==> src/rtl/core_pkg.sv <==
// Shared RV32I core definitions: datapath width, ALU encodings, ID/EX stage record.
package core_pkg;

  localparam int XLEN = 32;

  localparam logic [1:0] ALU_TYPE_RI = 2'b00;
  localparam logic [1:0] ALU_TYPE_S  = 2'b01;
  localparam logic [1:0] ALU_TYPE_B  = 2'b10;
  localparam logic [1:0] ALU_TYPE_J  = 2'b11;

  localparam logic [3:0] ALU_AND = 4'b0000;
  localparam logic [3:0] ALU_OR  = 4'b0001;
  localparam logic [3:0] ALU_ADD = 4'b0010;
  localparam logic [3:0] ALU_SUB = 4'b0110;
  localparam logic [3:0] ALU_SLT = 4'b0111;

  typedef struct packed {
    logic            valid;
    logic [XLEN-1:0] pc;
    logic [XLEN-1:0] imm;
    logic [XLEN-1:0] rs1_data;
    logic [XLEN-1:0] rs2_data;
    logic [4:0]      rs1;
    logic [4:0]      rs2;
    logic [4:0]      rd;
    logic [3:0]      alu_control;
    logic [1:0]      alu_type;
    logic            src_a_pc;
    logic            src_b_imm;
    logic            reg_write;
    logic            mem_read;
    logic            mem_write;
  } id_ex_t;

  // A bubble is a fully zeroed record: invalid, no side effects, ALUType RI.
  localparam id_ex_t ID_EX_BUBBLE = '0;

endpackage

==> src/rtl/forward_mux.sv <==
// Three-way priority operand select: EX/MEM result, then MEM/WB result, then register file.
module forward_mux
  import core_pkg::*;
(
  input  logic [4:0]      rs_i,
  input  logic [XLEN-1:0] rf_data_i,
  input  logic [4:0]      exm_rd_i,
  input  logic            exm_reg_write_i,
  input  logic [XLEN-1:0] exm_result_i,
  input  logic [4:0]      mwb_rd_i,
  input  logic            mwb_reg_write_i,
  input  logic [XLEN-1:0] mwb_result_i,
  output logic [XLEN-1:0] data_o
);

  logic exm_hit;
  logic mwb_hit;

  // x0 is hardwired to zero, so a write targeting it never forwards.
  assign exm_hit = exm_reg_write_i && (exm_rd_i != 5'd0) && (exm_rd_i == rs_i);
  assign mwb_hit = mwb_reg_write_i && (mwb_rd_i != 5'd0) && (mwb_rd_i == rs_i);

  always_comb begin
    data_o = rf_data_i;
    if (exm_hit) begin
      data_o = exm_result_i;
    end else if (mwb_hit) begin
      data_o = mwb_result_i;
    end
  end

endmodule

==> src/rtl/id_ex_stage.sv <==
// Decode/execute pipeline register with operand forwarding, load-use bubble insertion and ALU operand select.
module id_ex_stage
  import core_pkg::*;
(
  input  logic            clk,
  input  logic            rst,
  input  logic            stall_i,
  input  logic            flush_i,
  input  logic            id_valid_i,
  input  logic [XLEN-1:0] id_pc_i,
  input  logic [XLEN-1:0] id_imm_i,
  input  logic [XLEN-1:0] id_rs1_data_i,
  input  logic [XLEN-1:0] id_rs2_data_i,
  input  logic [4:0]      id_rs1_i,
  input  logic [4:0]      id_rs2_i,
  input  logic [4:0]      id_rd_i,
  input  logic            id_use_rs1_i,
  input  logic            id_use_rs2_i,
  input  logic [3:0]      id_alu_control_i,
  input  logic [1:0]      id_alu_type_i,
  input  logic            id_src_a_pc_i,
  input  logic            id_src_b_imm_i,
  input  logic            id_reg_write_i,
  input  logic            id_mem_read_i,
  input  logic            id_mem_write_i,
  input  logic [4:0]      exm_rd_i,
  input  logic            exm_reg_write_i,
  input  logic [XLEN-1:0] exm_result_i,
  input  logic [4:0]      mwb_rd_i,
  input  logic            mwb_reg_write_i,
  input  logic [XLEN-1:0] mwb_result_i,
  output logic            hazard_o,
  output logic [XLEN-1:0] ScrA,
  output logic [XLEN-1:0] ScrB,
  output logic [3:0]      ALUControl,
  output logic [1:0]      ALUType,
  output logic [XLEN-1:0] ex_store_data_o,
  output logic [XLEN-1:0] ex_pc_o,
  output logic [4:0]      ex_rd_o,
  output logic            ex_valid_o,
  output logic            ex_reg_write_o,
  output logic            ex_mem_read_o,
  output logic            ex_mem_write_o
);

  id_ex_t          stage_q;
  id_ex_t          stage_d;
  id_ex_t          id_in;
  logic [XLEN-1:0] fwd_a;
  logic [XLEN-1:0] fwd_b;
  logic            dep_rs1;
  logic            dep_rs2;

  assign dep_rs1 = id_use_rs1_i && (id_rs1_i == stage_q.rd);
  assign dep_rs2 = id_use_rs2_i && (id_rs2_i == stage_q.rd);

  // A flushed decode slot is discarded anyway, so it must not stall the front end.
  assign hazard_o = !flush_i && id_valid_i && stage_q.valid && stage_q.mem_read &&
                    (stage_q.rd != 5'd0) && (dep_rs1 || dep_rs2);

  always_comb begin
    id_in             = ID_EX_BUBBLE;
    id_in.valid       = id_valid_i;
    id_in.pc          = id_pc_i;
    id_in.imm         = id_imm_i;
    id_in.rs1_data    = id_rs1_data_i;
    id_in.rs2_data    = id_rs2_data_i;
    id_in.rs1         = id_rs1_i;
    id_in.rs2         = id_rs2_i;
    id_in.rd          = id_rd_i;
    id_in.alu_control = id_alu_control_i;
    id_in.alu_type    = id_alu_type_i;
    id_in.src_a_pc    = id_src_a_pc_i;
    id_in.src_b_imm   = id_src_b_imm_i;
    id_in.reg_write   = id_reg_write_i;
    id_in.mem_read    = id_mem_read_i;
    id_in.mem_write   = id_mem_write_i;
  end

  // Flush beats stall; a stall holding a load in EX also holds the hazard without bubbling.
  always_comb begin
    stage_d = stage_q;
    if (flush_i) begin
      stage_d = ID_EX_BUBBLE;
    end else if (stall_i) begin
      stage_d = stage_q;
    end else if (hazard_o) begin
      stage_d = ID_EX_BUBBLE;
    end else begin
      stage_d = id_in;
    end
  end

  always_ff @(posedge clk or posedge rst) begin
    if (rst) begin
      stage_q <= ID_EX_BUBBLE;
    end else begin
      stage_q <= stage_d;
    end
  end

  forward_mux u_fwd_a (
    .rs_i            (stage_q.rs1),
    .rf_data_i       (stage_q.rs1_data),
    .exm_rd_i        (exm_rd_i),
    .exm_reg_write_i (exm_reg_write_i),
    .exm_result_i    (exm_result_i),
    .mwb_rd_i        (mwb_rd_i),
    .mwb_reg_write_i (mwb_reg_write_i),
    .mwb_result_i    (mwb_result_i),
    .data_o          (fwd_a)
  );

  forward_mux u_fwd_b (
    .rs_i            (stage_q.rs2),
    .rf_data_i       (stage_q.rs2_data),
    .exm_rd_i        (exm_rd_i),
    .exm_reg_write_i (exm_reg_write_i),
    .exm_result_i    (exm_result_i),
    .mwb_rd_i        (mwb_rd_i),
    .mwb_reg_write_i (mwb_reg_write_i),
    .mwb_result_i    (mwb_result_i),
    .data_o          (fwd_b)
  );

  assign ScrA            = stage_q.src_a_pc  ? stage_q.pc  : fwd_a;
  assign ScrB            = stage_q.src_b_imm ? stage_q.imm : fwd_b;
  assign ex_store_data_o = fwd_b;
  assign ALUControl      = stage_q.alu_control;
  assign ALUType         = stage_q.alu_type;
  assign ex_pc_o         = stage_q.pc;
  assign ex_rd_o         = stage_q.rd;
  assign ex_valid_o      = stage_q.valid;
  assign ex_reg_write_o  = stage_q.reg_write;
  assign ex_mem_read_o   = stage_q.mem_read;
  assign ex_mem_write_o  = stage_q.mem_write;

endmodule

==> config.mk <==
export PLATFORM = sky130hd
export DESIGN_NAME = id_ex_stage
export DESIGN_NICKNAME = d
export VERILOG_FILES = /design/src/rtl/core_pkg.sv /design/src/rtl/forward_mux.sv /design/src/rtl/id_ex_stage.sv
export SDC_FILE = /design/constraint.sdc
export NUM_CORES = 1
export LEC_CHECK = 0
export BUFFER_PORTS_ARGS = -buffer_cell sky130_fd_sc_hd__clkbuf_2
export CAP_MARGIN = 0
export CORE_MARGIN = 5
export CORE_UTILIZATION = 55
export CTS_CLUSTER_DIAMETER = 60
export DETAILED_ROUTE_END_ITERATION = 10
export GPL_TIMING_DRIVEN = 0
export PLACE_DENSITY = 0.85
export SYNTH_ARGS = -nofsm -noshare
export SYNTH_HDL_FRONTEND = slang
export SYNTH_SLANG_ARGS = --single-unit
==> constraint.sdc <==
create_clock -name clk -period 12.08 [get_ports clk]
set_clock_uncertainty 0.05 [all_clocks]
set_input_delay 1.208 -clock clk [delete_from_list [all_inputs] [get_ports clk]]
set_output_delay 1.208 -clock clk [all_outputs]
set_load 0.02 [all_outputs]
==> metrics.txt, run 1 <==
# TYPE chip_impl_metric gauge
chip_impl_metric{name="netSwitchingFraction",unit=""} 0.332
chip_impl_info{name="crit_path_category",value="primary input to output port"} 1
chip_impl_metric{name="netlist-cell-type-count",unit=""} 34
chip_impl_metric{name="worst_pin_slew",unit="ns"} 1.06
chip_impl_info{name="tritoncts",value="done"} 1
chip_impl_metric{name="achievable-frequency",unit="MHz"} 194
chip_impl_metric{name="yosys.area_share.simple",unit=""} 0.215
chip_impl_metric{name="period_share",unit=""} 0.427
chip_impl_info{name="timing.critical_path.to_type",value="output port"} 1
chip_impl_metric{name="postRouteAntennaNets",unit=""} 0
chip_impl_metric{name="fillCellCount",unit=""} 1581
chip_impl_metric{name="finalHoldViolations",unit=""} 0
chip_impl_info{name="cts_root_buffer",value="clkbuf_16"} 1
chip_impl_metric{name="worstPathBufferInverterCount",unit=""} 3
chip_impl_metric{name="critical_path.max_stage_delay",unit="ns"} 0.86
chip_impl_metric{name="xor_xnor_fraction_of_synth_area",unit=""} 0.0245
chip_impl_metric{name="post_synth_mux_area_share",unit=""} 0.00193
chip_impl_metric{name="post-cts-setup-buffer-count",unit=""} 0
chip_impl_metric{name="gpl.final_weighted_congestion",unit=""} 0.986
chip_impl_info{name="largest_cells_by_area_after_synthesis",value="dfrtp_1 37%, o41ai_1 13%, nand3b_1 11%, inv_1 6.9%, a211oi_1 4.5%"} 1
chip_impl_metric{name="io_buffer_count",unit=""} 378
chip_impl_metric{name="synth.cell_area",unit="um^2"} 10300
chip_impl_metric{name="worst_skew_pair.late_latency",unit="ns"} 0.44
chip_impl_metric{name="detailedRoute.firstPassIterationCount",unit=""} 6
chip_impl_info{name="worst_path_dominant_cell_family",value="simple AND/OR/NAND/NOR gates"} 1
chip_impl_info{name="combinational_family_with_the_most_area_after_synthesis",value="compound AO/OA/AOI/OAI gates"} 1
chip_impl_metric{name="ys_ff_latch",unit=""} 155
chip_impl_metric{name="clock_path_buffers",unit=""} 2
chip_impl_metric{name="synth_adder_area_share",unit=""} 0
chip_impl_metric{name="area_added_between_synthesis_and_finish",unit="%"} 27.1
chip_impl_metric{name="grtUsageTotal",unit=""} 0.406
chip_impl_metric{name="wl_per_cell",unit="um"} 23.9
chip_impl_metric{name="synthesis.instances",unit=""} 1244
chip_impl_metric{name="synth-edff-count",unit=""} 0
chip_impl_metric{name="report.final.setup_viol",unit=""} 0
chip_impl_metric{name="drive_above_1_share",unit=""} 0.296
chip_impl_metric{name="cp_data_arrival_time",unit="ns"} 3.90
chip_impl_metric{name="cap_viol_max_count",unit=""} 0
chip_impl_metric{name="post-place-ws",unit="ns"} 7.10
chip_impl_metric{name="clkPwrFrac",unit=""} 0.370
chip_impl_metric{name="yosysSeqAreaShare",unit=""} 0.375
chip_impl_metric{name="place_hpwl",unit="um"} 36100
chip_impl_metric{name="slew_viol_final",unit=""} 0
chip_impl_metric{name="setup_tns",unit="ns"} 0
chip_impl_metric{name="critical_path.max_fanout",unit=""} 10
chip_impl_info{name="critical_path.slowest_cell",value="nor3_1"} 1
chip_impl_metric{name="avgViaCountPerCell",unit=""} 6.25
chip_impl_metric{name="routed-via-count",unit=""} 11808
chip_impl_metric{name="setup_ws",unit="ns"} 6.92
chip_impl_metric{name="power.share.sequential",unit=""} 0.390
chip_impl_info{name="critPathLaunchType",value="primary input"} 1
chip_impl_metric{name="vdd_ir_drop_max",unit="mV"} 0.109
chip_impl_metric{name="final_net_count",unit=""} 1879
chip_impl_metric{name="tritoncts_num_sinks",unit=""} 155
chip_impl_info{name="crit_path_frequent_cell",value="clkbuf_2"} 1
chip_impl_metric{name="initial_utilization",unit=""} 0.555
chip_impl_metric{name="drtIter0Drc",unit=""} 1549
chip_impl_metric{name="via_count_of_the_first_global_routing_pass",unit=""} 11715
chip_impl_metric{name="cts_buffer_count",unit=""} 17
chip_impl_metric{name="cell_internal_pwr",unit="W"} 0.000985
chip_impl_metric{name="antenna_violations_before_repair",unit=""} 0
chip_impl_metric{name="grt_pass1_wl",unit="um"} 67800
chip_impl_metric{name="synth_compound_gate_area_share",unit=""} 0.228
chip_impl_metric{name="detail_route.drc_violations",unit=""} 0
chip_impl_metric{name="cts-resized-gates",unit=""} 0
chip_impl_info{name="yosys_top_cell_by_area",value="dfrtp_1"} 1
chip_impl_info{name="synth-main-ff-cell",value="dfrtp_1"} 1
chip_impl_metric{name="synth_fp_nets",unit=""} 1481
chip_impl_info{name="min-delay-path-class",value="flip-flop to flip-flop"} 1
chip_impl_metric{name="required",unit="ns"} 10.82
chip_impl_metric{name="power.net_switching",unit="W"} 0.000488
chip_impl_metric{name="cts_htree_levels",unit=""} 4
chip_impl_info{name="timing.critical_path.cells",value="clkbuf_2 > xnor2_1 > nand3_1 > nor3_1 > clkbuf_1 > a211oi_1 > o31ai_1 > clkbuf_2"} 1
chip_impl_metric{name="grt_start_max_net_pins",unit=""} 81
chip_impl_metric{name="floorplan.die.height",unit="um"} 147
chip_impl_metric{name="relSlewSlack",unit=""} 0.288
chip_impl_metric{name="placement_rows",unit=""} 50
chip_impl_metric{name="power_leakage",unit="nW"} 6.61
chip_impl_metric{name="power_density",unit="nW/um^2"} 112
chip_impl_metric{name="power_frac_comb",unit=""} 0.239
chip_impl_metric{name="floorplan.io_pins",unit=""} 381
chip_impl_metric{name="synth.avg_cell_area",unit="um^2"} 8.32
chip_impl_info{name="status",value="finished, final reports clean"} 1
chip_impl_metric{name="die_width",unit="um"} 147
chip_impl_info{name="rsz0062_at_grt",value="false"} 1
chip_impl_metric{name="finalCriticalPeriod",unit="ns"} 5.16
chip_impl_metric{name="ys_warn_count",unit=""} 0
chip_impl_metric{name="postCtsHoldBufs",unit=""} 0
chip_impl_metric{name="placeableCoreArea",unit="um^2"} 18600
chip_impl_metric{name="grt_overflow_total",unit=""} 0
chip_impl_metric{name="antennaDiodeCount",unit=""} 0
chip_impl_metric{name="die-area",unit="um^2"} 21700
chip_impl_metric{name="clkSlewWorstSetupHoldPaths",unit="ns"} 0.06
chip_impl_metric{name="synth_top_area_share",unit=""} 0.375
chip_impl_metric{name="ys_async_sr_fraction",unit=""} 1.00
chip_impl_metric{name="routed_wire_length",unit="um"} 45100
## cells in the final DEF, fill, tap and decap left out, types with 2 or more instances in the layout
cell	synthesis	routed
clkbuf_2	0	378
inv_1	190	189
dfrtp_1	155	155
o41ai_1	155	155
nand3b_1	147	147
clkbuf_1	103	104
nor2_1	98	98
nand2_1	72	72
a211oi_1	62	62
o31ai_1	62	62
buf_4	48	48
nor3_1	36	36
nor4_1	32	32
buf_2	25	25
xnor2_1	21	21
clkbuf_16	0	17
xor2_1	8	8
nand3_1	4	4
a221oi_1	3	3
inv_6	0	3
clkinv_4	0	3
or3_1	2	2
buf_6	2	2
nand4_1	2	2
buf_1	2	2
mux2i_1	2	2
a21oi_1	2	2
clkinv_2	0	2
clkinvlp_4	0	2
bufinv_16	0	2
## tightest hold or removal path, stage by stage (launching register included)
cell and delay [ns]:
dfrtp_1 0.35, nand2_1 0.05, o41ai_1 0.05
## metal layers
| metal | routed length, um | GRT usage |
|---|---|---|
| met2 | 20600 | 0.645 |
| met4 | 2440 | 0.205 |
| met5 | 0 | 0 |
| met3 | 5400 | 0.0962 |
| met1 | 16700 | 0.520 |
## per-stage QoR
step	hold slack [ns]	util	instances	total power, W	cell area [um^2]
final	0.433	0.705	1888	0.00147	13100
after detailed placement	0.414	0.674	1857	0.000928	12600
after global routing	0.451	0.705	1888	0.00152	13100
after floorplan	0.394	-	1244	0.000773	10300
after global placement	0.411	0.672	1856	0.000922	12500
after CTS	0.431	0.705	1888	0.00146	13100
## state kept, by name, indices dropped and copies added (netlist names)
signal,cells
ALUControl,4
ex_mem_write_o,1
ALUType,2
ex_pc_o,32
ex_mem_read_o,1
ex_valid_o,1
stage_q,108
ex_reg_write_o,1
ex_rd_o,5
## area by class of cell
cell class                      count  area (um^2)  share of cell area
Buffer                            180          902              0.0686
Clock buffer                       19          443              0.0337
Clock inverter                     12          140              0.0107
Inverter                          190          718              0.0546
Multi-Input combinational cell    719         4850               0.369
Sequential cell                   155         3880               0.295
Tap cell                          234          293              0.0223
Timing Repair Buffer              379         1920               0.146
## path summary, 6_finish.rpt
path                                start        endpoint  slack, ns  cells after the start
min in group asynchronous             rst   ALUControl[2]       0.81                      2
hold / removal             ex_reg_write_o  ex_reg_write_o       0.43                      2
setup reg to reg               ex_rd_o[0]   ALUControl[1]       9.10                      7
setup / recovery              exm_rd_i[4]         ScrA[8]       6.92                      8
max in group asynchronous             rst    stage_q[111]      10.35                      3
hold reg to reg            ex_reg_write_o  ex_reg_write_o       0.43                      2
## power groups by stage
stage / Clock (W) / Combinational (W) / Sequential, W
2_1_floorplan: 0 / 0.000200 / 0.000573
3_3_place_gp: 0 / 0.000341 / 0.000582
3_5_place_dp: 0 / 0.000345 / 0.000583
4_1_cts: 0.000541 / 0.000347 / 0.000573
5_1_grt: 0.000565 / 0.000375 / 0.000576
6_report: 0.000546 / 0.000353 / 0.000575
## cell usage after synthesis (all sizes together) (3+ instances only)
cell / number
nor3: 36
clkbuf: 103
nand3b: 147
nor4: 32
o41ai: 155
a211oi: 62
nor2: 98
buf: 77
nand2: 72
inv: 190
o31ai: 62
a21oi: 3
dfrtp: 155
xnor2: 21
nand3: 4
xor2: 8
a221oi: 3
## cells by family after synthesis
group | Yosys count
simple gates | 400
buf+inv | 370
compound gates | 288
flops | 155
xor+xnor | 29
mux | 2
Note: power is estimated with default switching activity, not from simulation.
==> run 2, diff against run 1 <==
--- a/config.mk
+++ b/config.mk
@@ -7,12 +7,13 @@
 export LEC_CHECK = 0
 export BUFFER_PORTS_ARGS = -buffer_cell sky130_fd_sc_hd__clkbuf_2
 export CAP_MARGIN = 0
+export CORE_ASPECT_RATIO = 1.25
 export CORE_MARGIN = 5
-export CORE_UTILIZATION = 55
+export CORE_UTILIZATION = 46
 export CTS_CLUSTER_DIAMETER = 60
 export DETAILED_ROUTE_END_ITERATION = 10
 export GPL_TIMING_DRIVEN = 0
-export PLACE_DENSITY = 0.85
+export PLACE_DENSITY = 0.75
 export SYNTH_ARGS = -nofsm -noshare
 export SYNTH_HDL_FRONTEND = slang
 export SYNTH_SLANG_ARGS = --single-unit
==> constraint.sdc (replaced) <==
create_clock -name clk -period 4.15 [get_ports clk]
set_clock_uncertainty 0.05 [all_clocks]
set_input_delay 0.415 -clock clk [delete_from_list [all_inputs] [get_ports clk]]
set_output_delay 0.415 -clock clk [all_outputs]
set_load 0.02 [all_outputs]
==> run 2 against run 1 <==
Net effect: critical path depth decreased by 1; count of clock-buffer cells in the layout unchanged; sequential power increased to 2.9 times the previous value; wire length increased by 0.21%; highest routed layer unchanged; final area increased by 0.95%; critical endpoint is now ScrA[10]; clock power increased to 3.0 times the previous value; flip-flop and latch count unchanged; non-clock buffer count increased by 2.
==> metrics.txt, run 2 (synthesis results as in run 1) <==
# TYPE chip_impl_metric gauge
chip_impl_info{name="status",value="finished, final reports clean"} 1
chip_impl_metric{name="cts_buffer_count",unit=""} 17
chip_impl_metric{name="dp.cells",unit=""} 1908
chip_impl_metric{name="cp_data_arrival_time",unit="ns"} 3.13
chip_impl_metric{name="routed_wire_length",unit="um"} 45200
chip_impl_metric{name="initial_utilization",unit=""} 0.466
chip_impl_metric{name="finalHoldViolations",unit=""} 0
chip_impl_info{name="crit_path_category",value="flip-flop to output port"} 1
chip_impl_metric{name="report.final.setup_viol",unit=""} 0
chip_impl_metric{name="postLayoutCoreUtil",unit=""} 0.598
chip_impl_metric{name="drive_above_1_share",unit=""} 0.298
chip_impl_metric{name="power_density",unit="nW/um^2"} 327
chip_impl_metric{name="finalCriticalPeriod",unit="ns"} 3.59
chip_impl_metric{name="cts_htree_levels",unit=""} 4
chip_impl_info{name="rsz0062_at_grt",value="false"} 1
chip_impl_info{name="timing.critical_path.to_type",value="output port"} 1
chip_impl_metric{name="achievable-frequency",unit="MHz"} 278
chip_impl_metric{name="postCtsHoldBufs",unit=""} 0
chip_impl_metric{name="routed-via-count",unit=""} 11511
chip_impl_metric{name="layoutNonFillerInstCount",unit=""} 1943
chip_impl_metric{name="die-area",unit="um^2"} 25600
chip_impl_metric{name="cts-resized-gates",unit=""} 0
chip_impl_metric{name="slew_viol_final",unit=""} 0
chip_impl_metric{name="period_share",unit=""} 0.865
chip_impl_info{name="tritoncts",value="done"} 1
chip_impl_metric{name="place_hpwl",unit="um"} 36300
chip_impl_metric{name="antenna_violations_before_repair",unit=""} 1
chip_impl_metric{name="critical_path.max_fanout",unit=""} 10
chip_impl_metric{name="placeableCoreArea",unit="um^2"} 22200
chip_impl_metric{name="die_width",unit="um"} 144
chip_impl_metric{name="critical_path.max_stage_delay",unit="ns"} 0.77
chip_impl_metric{name="detailedRoute.firstPassIterationCount",unit=""} 7
chip_impl_metric{name="gpl.final_weighted_congestion",unit=""} 0.956
chip_impl_info{name="final_common_cell",value="clkbuf_2"} 1
chip_impl_info{name="critical_path.slowest_cell",value="nor3_1"} 1
chip_impl_info{name="cts_root_buffer",value="clkbuf_16"} 1
chip_impl_metric{name="worst_pin_slew",unit="ns"} 0.933
chip_impl_metric{name="grt_start_max_net_pins",unit=""} 42
chip_impl_metric{name="post-cts-setup-buffer-count",unit=""} 0
chip_impl_metric{name="postRouteAntennaNets",unit=""} 0
chip_impl_metric{name="power_leakage",unit="nW"} 6.63
chip_impl_metric{name="io_buffer_count",unit=""} 378
chip_impl_metric{name="floorplan.die.height",unit="um"} 178
chip_impl_metric{name="worst_skew_pair.late_latency",unit="ns"} 0.43
chip_impl_metric{name="floorplan.io_pins",unit=""} 381
chip_impl_metric{name="via_count_of_the_first_global_routing_pass",unit=""} 11561
chip_impl_metric{name="final_net_count",unit=""} 1881
chip_impl_metric{name="grt_pass1_wl",unit="um"} 67000
chip_impl_info{name="critPathLaunchType",value="flip-flop"} 1
chip_impl_metric{name="clock_path_buffers",unit=""} 2
chip_impl_metric{name="wl_per_cell",unit="um"} 23.2
chip_impl_metric{name="required",unit="ns"} 3.68
chip_impl_metric{name="largest_register_ff_count",unit=""} 108
chip_impl_metric{name="avgViaCountPerCell",unit=""} 5.92
chip_impl_info{name="timing.critical_path.cells",value="xnor2_1 > nand3_1 > nor3_1 > clkbuf_1 > a211oi_1 > o31ai_1 > clkbuf_2"} 1
chip_impl_metric{name="detail_route.drc_violations",unit=""} 0
chip_impl_metric{name="clkSlewWorstSetupHoldPaths",unit="ns"} 0.07
chip_impl_metric{name="tritoncts_num_sinks",unit=""} 155
chip_impl_metric{name="placement_rows",unit=""} 61
chip_impl_info{name="min-delay-path-class",value="primary input to asynchronous set/reset pin"} 1
chip_impl_metric{name="grt_overflow_total",unit=""} 0
chip_impl_metric{name="relSlewSlack",unit=""} 0.373
chip_impl_metric{name="cap_viol_max_count",unit=""} 0
chip_impl_metric{name="grtUsageTotal",unit=""} 0.343
chip_impl_metric{name="area_added_between_synthesis_and_finish",unit="%"} 28.3
chip_impl_metric{name="finalHoldWorstSlack",unit="ns"} 0.0800
chip_impl_metric{name="drtIter0Drc",unit=""} 1148
chip_impl_metric{name="setup_tns",unit="ns"} 0
chip_impl_info{name="top_register",value="stage_q"} 1
chip_impl_metric{name="vdd_ir_drop_max",unit="mV"} 0.290
chip_impl_info{name="layout.cells.most_common_list",value="378 x clkbuf_2, 189 x inv_1, 155 x dfrtp_1, 155 x o41ai_1, 147 x nand3b_1"} 1
==> run 2: cell types whose count changed in the layout (fill, tap and decap cells not counted) <==
cell | previous run | this run
buf_12 | 0 | 3
diode_2 | 0 | 3
buf_16 | 1 | 0
clkbuf_1 | 104 | 103
clkbuf_8 | 1 | 2
clkinv_2 | 2 | 1
clkinv_4 | 3 | 2
clkinvlp_4 | 2 | 3
inv_6 | 3 | 4
inv_8 | 1 | 2
==> run 2: cell type report <==
cell class,instances,area (um^2)
diodes,3,7.51
plain buffers,180,902
clock buffers,19,453
clock inverters,13,155
fillers,2057,8940
inverters,190,717
multi-input cells,719,4850
flip-flops and latches,155,3880
well taps,283,354
repair buffers,381,1950
==> run 2: power by group <==
part | internal (W) | switching (W)
logic | 0.000368 | 0.000650
registers | 0.00159 | 0.0000740
clock network | 0.000936 | 0.000718
total | 0.00290 | 0.00144
==> run 2: per-stage QoR <==
stage | worst slack [ns] | area, um^2 | power, W
finish | 0.559 | 13300 | 0.00434
floorplan | 1.46 | 10300 | 0.00225
global placement | 0.671 | 12600 | 0.00268
global route | 0.391 | 13300 | 0.00448
CTS | 0.559 | 13300 | 0.00432
detailed placement | 0.827 | 12700 | 0.00270
==> run 2: path summary, 6_finish.rpt <==
kind	from	endpoint	slack [ns]	cells past startpoint
min reg2reg	ALUControl[1]	ALUControl[1]	0.44	2
max reg2reg	ex_rd_o[0]	ex_pc_o[11]	1.18	7
max in group asynchronous	rst	stage_q[100]	3.26	3
min	rst	ALUControl[0]	0.08	2
max	stage_q[25]	ScrA[10]	0.56	7
min in group clk	id_pc_i[28]	ex_pc_o[28]	0.15	3
==> run 2: routing by layer <==
layer | global-route usage | vias to the layer above | wire, um
met2 | 0.566 | 696 | 21900
met4 | 0.130 | 0 | 1650
met3 | 0.0817 | 113 | 4390
met5 | 0 | - | 0
li1 | - | 5223 | -
met1 | 0.435 | 5479 | 17200
==> run 2: worst max-delay path, delay by kind of cell (launching register included) <==
kind                      cells  cell delay [ns]
and+or+nand+nor               2             0.89
buffers and inverters         2             0.67
AOI/OAI and AO/OA             2             0.56
DFF                           1             0.43
xor gates and xnor gates      1             0.15
==> run 3, diff against run 2 <==
--- a/config.mk
+++ b/config.mk
@@ -5,15 +5,15 @@
 export SDC_FILE = /design/constraint.sdc
 export NUM_CORES = 1
 export LEC_CHECK = 0
-export BUFFER_PORTS_ARGS = -buffer_cell sky130_fd_sc_hd__clkbuf_2
+export BUFFER_PORTS_ARGS = -buffer_cell sky130_fd_sc_hd__buf_2
 export CAP_MARGIN = 0
 export CORE_ASPECT_RATIO = 1.25
 export CORE_MARGIN = 5
-export CORE_UTILIZATION = 46
+export CORE_UTILIZATION = 51
 export CTS_CLUSTER_DIAMETER = 60
 export DETAILED_ROUTE_END_ITERATION = 10
 export GPL_TIMING_DRIVEN = 0
-export PLACE_DENSITY = 0.75
+export PLACE_DENSITY = 0.79
 export SYNTH_ARGS = -nofsm -noshare
 export SYNTH_HDL_FRONTEND = slang
 export SYNTH_SLANG_ARGS = --single-unit
==> constraint.sdc (replaced) <==
create_clock -name clk -period 3.9 [get_ports clk]
set_clock_uncertainty 0.05 [all_clocks]
set_input_delay 0.39 -clock clk [delete_from_list [all_inputs] [get_ports clk]]
set_output_delay 0.39 -clock clk [all_outputs]
set_load 0.02 [all_outputs]
==> run 3 against run 2 <==
Net effect: the run now ends with hold timing left; final area hardly changed; register-to-register slack worse by 0.23 ns; clock power is 5% higher; die area is 9.2% lower; total power is 5.7% higher; hold slack worse by 0.090 ns; critical path type is now primary input to output port.
==> metrics.txt, run 3 (synthesis results as in run 1) <==
# TYPE chip_impl_metric gauge
chip_impl_info{name="rsz0062_at_grt",value="false"} 1
chip_impl_metric{name="initial_utilization",unit=""} 0.517
chip_impl_metric{name="final_net_count",unit=""} 1882
chip_impl_metric{name="die_width",unit="um"} 137
chip_impl_metric{name="relSlewSlack",unit=""} 0.435
chip_impl_metric{name="netSwitchingFraction",unit=""} 0.325
chip_impl_metric{name="io_buffer_count",unit=""} 378
chip_impl_info{name="layout.cells.most_common_list",value="403 x buf_2, 189 x inv_1, 155 x dfrtp_1, 155 x o41ai_1, 147 x nand3b_1"} 1
chip_impl_metric{name="setup_tns",unit="ns"} 0
chip_impl_metric{name="drive_above_1_share",unit=""} 0.298
chip_impl_metric{name="power_leakage",unit="nW"} 6.67
chip_impl_metric{name="slew_viol_final",unit=""} 0
chip_impl_metric{name="placeableCoreArea",unit="um^2"} 20000
chip_impl_metric{name="antenna_violations_before_repair",unit=""} 11
chip_impl_metric{name="finalCriticalPeriod",unit="ns"} 3.56
chip_impl_metric{name="wl_per_cell",unit="um"} 22.7
chip_impl_metric{name="routed-via-count",unit=""} 11734
chip_impl_metric{name="avgViaCountPerCell",unit=""} 6.06
chip_impl_metric{name="power_frac_comb",unit=""} 0.235
chip_impl_metric{name="grt_pass1_wl",unit="um"} 65300
chip_impl_metric{name="critical_path.max_fanout",unit=""} 10
chip_impl_metric{name="postCtsHoldBufs",unit=""} 0
chip_impl_metric{name="die-area",unit="um^2"} 23300
chip_impl_metric{name="placement_rows",unit=""} 58
chip_impl_metric{name="drtIter0Drc",unit=""} 1132
chip_impl_metric{name="detail_route.drc_violations",unit=""} 0
chip_impl_metric{name="gpl.final_weighted_congestion",unit=""} 0.963
chip_impl_metric{name="grt_start_max_net_pins",unit=""} 40
chip_impl_info{name="final_common_cell",value="buf_2"} 1
chip_impl_metric{name="clkPwrFrac",unit=""} 0.377
chip_impl_metric{name="power.net_switching",unit="W"} 0.00149
chip_impl_metric{name="achievable-frequency",unit="MHz"} 281
chip_impl_metric{name="floorplan.die.height",unit="um"} 169
chip_impl_metric{name="postLayoutCoreUtil",unit=""} 0.663
chip_impl_metric{name="grtUsageTotal",unit=""} 0.368
chip_impl_metric{name="cp_data_arrival_time",unit="ns"} 3.12
chip_impl_metric{name="dp.cells",unit=""} 1896
chip_impl_metric{name="clkSlewWorstSetupHoldPaths",unit="ns"} 0.07
chip_impl_metric{name="report.final.setup_viol",unit=""} 0
chip_impl_metric{name="tritoncts_num_sinks",unit=""} 155
chip_impl_info{name="timing.critical_path.to_type",value="output port"} 1
chip_impl_metric{name="required",unit="ns"} 3.46
chip_impl_metric{name="routed_wire_length",unit="um"} 44000
chip_impl_metric{name="place_hpwl",unit="um"} 34900
chip_impl_metric{name="period_share",unit=""} 0.913
chip_impl_info{name="tritoncts",value="done"} 1
chip_impl_metric{name="cts_buffer_count",unit=""} 17
chip_impl_metric{name="cell_internal_pwr",unit="W"} 0.00310
chip_impl_metric{name="floorplan.io_pins",unit=""} 381
chip_impl_info{name="status",value="finished with violations"} 1
chip_impl_metric{name="worst_skew_pair.late_latency",unit="ns"} 0.44
chip_impl_metric{name="multi_input_comb_area",unit="um^2"} 4860
chip_impl_metric{name="grt_overflow_total",unit=""} 0
chip_impl_metric{name="power.share.sequential",unit=""} 0.387
chip_impl_metric{name="cts_htree_levels",unit=""} 4
chip_impl_info{name="crit_path_category",value="primary input to output port"} 1
chip_impl_metric{name="via_count_of_the_first_global_routing_pass",unit=""} 11776
chip_impl_info{name="cts_root_buffer",value="clkbuf_16"} 1
chip_impl_metric{name="cap_viol_max_count",unit=""} 0
chip_impl_metric{name="largest_register_ff_count",unit=""} 108
chip_impl_metric{name="finalHoldViolations",unit=""} 7
chip_impl_info{name="violations",value="hold timing"} 1
chip_impl_metric{name="worst_pin_slew",unit="ns"} 0.847
chip_impl_metric{name="fillCellCount",unit=""} 1813
chip_impl_metric{name="vdd_ir_drop_max",unit="mV"} 0.302
chip_impl_info{name="critPathLaunchType",value="primary input"} 1
chip_impl_metric{name="seq_area",unit="um^2"} 3880
chip_impl_metric{name="layoutNonFillerInstCount",unit=""} 1935
chip_impl_metric{name="postRouteAntennaNets",unit=""} 0
chip_impl_metric{name="clock_path_buffers",unit=""} 2
chip_impl_metric{name="finalHoldWorstSlack",unit="ns"} -0.00953
chip_impl_metric{name="detailedRoute.firstPassIterationCount",unit=""} 6
chip_impl_info{name="top_register",value="stage_q"} 1
chip_impl_info{name="min-delay-path-class",value="primary input to asynchronous set/reset pin"} 1
chip_impl_metric{name="area_added_between_synthesis_and_finish",unit="%"} 28.4
chip_impl_metric{name="power_density",unit="nW/um^2"} 345
## run 3: power by group through the flow
stage               sequential [W]  clock (W)  combinational (W)
floorplan                  0.00178          0           0.000620
global placement           0.00180          0            0.00104
detailed placement         0.00180          0            0.00106
CTS                        0.00177    0.00173            0.00107
global route               0.00178    0.00179            0.00115
finish                     0.00178    0.00173            0.00108
## run 3: worst paths after layout
| check | from | end | slack [ns] | cells after the start |
|---|---|---|---|---|
| setup reg to reg | ex_rd_o[3] | stage_q[91] | 0.95 | 7 |
| max in group asynchronous | rst | stage_q[63] | 2.94 | 4 |
| hold / removal | rst | ex_pc_o[29] | -0.01 | 2 |
| min in group clk | id_rd_i[3] | ex_rd_o[3] | 0.14 | 3 |
| hold reg to reg | ALUType[0] | ALUType[0] | 0.43 | 2 |
| setup / recovery | exm_rd_i[0] | ScrA[13] | 0.34 | 9 |
## run 3: cell type report
type                    instances  area share
multi-input cells             719       0.366
flip-flops and latches        155       0.292
repair buffers                382       0.148
plain buffers                 180      0.0679
inverters                     190      0.0540
clock buffers                  21      0.0354
well taps                     270      0.0254
clock inverters                10     0.00970
diodes                          8     0.00151
## run 3: timing repair
action | in CTS | in global routing
setup endpoints to repair | 0 | 1
resized for setup | 0 | 1
buffers inserted | 0 | 0
## run 3: layer usage
layer / vias up / wire, um / track usage
met5: - / 46 / 0
met4: 8 / 2250 / 0.185
met3: 166 / 4720 / 0.0878
met2: 812 / 20800 / 0.596
met1: 5514 / 16100 / 0.456
li1: 5234 / - / -
## run 3: through the flow
stage               area (um^2)  hold slack [ns]  setup WS, ns  power (W)
floorplan                 10300            0.394          1.26    0.00240
global placement          12600            0.410         0.440    0.00284
detailed placement        12700            0.416         0.403    0.00286
CTS                       13300          0.00652        0.0620    0.00456
global route              13300           0.0391         0.233    0.00472
finish                    13300         -0.00953         0.339    0.00459
## run 3: worst max-delay path: stages
cell and delay, ns:
buf_2 0.13, or4_1 0.54, o21ai_0 0.30, or3_1 0.17, clkbuf_1 0.39, buf_2 0.31
nor2_1 0.06, o31ai_1 0.53, buf_2 0.29
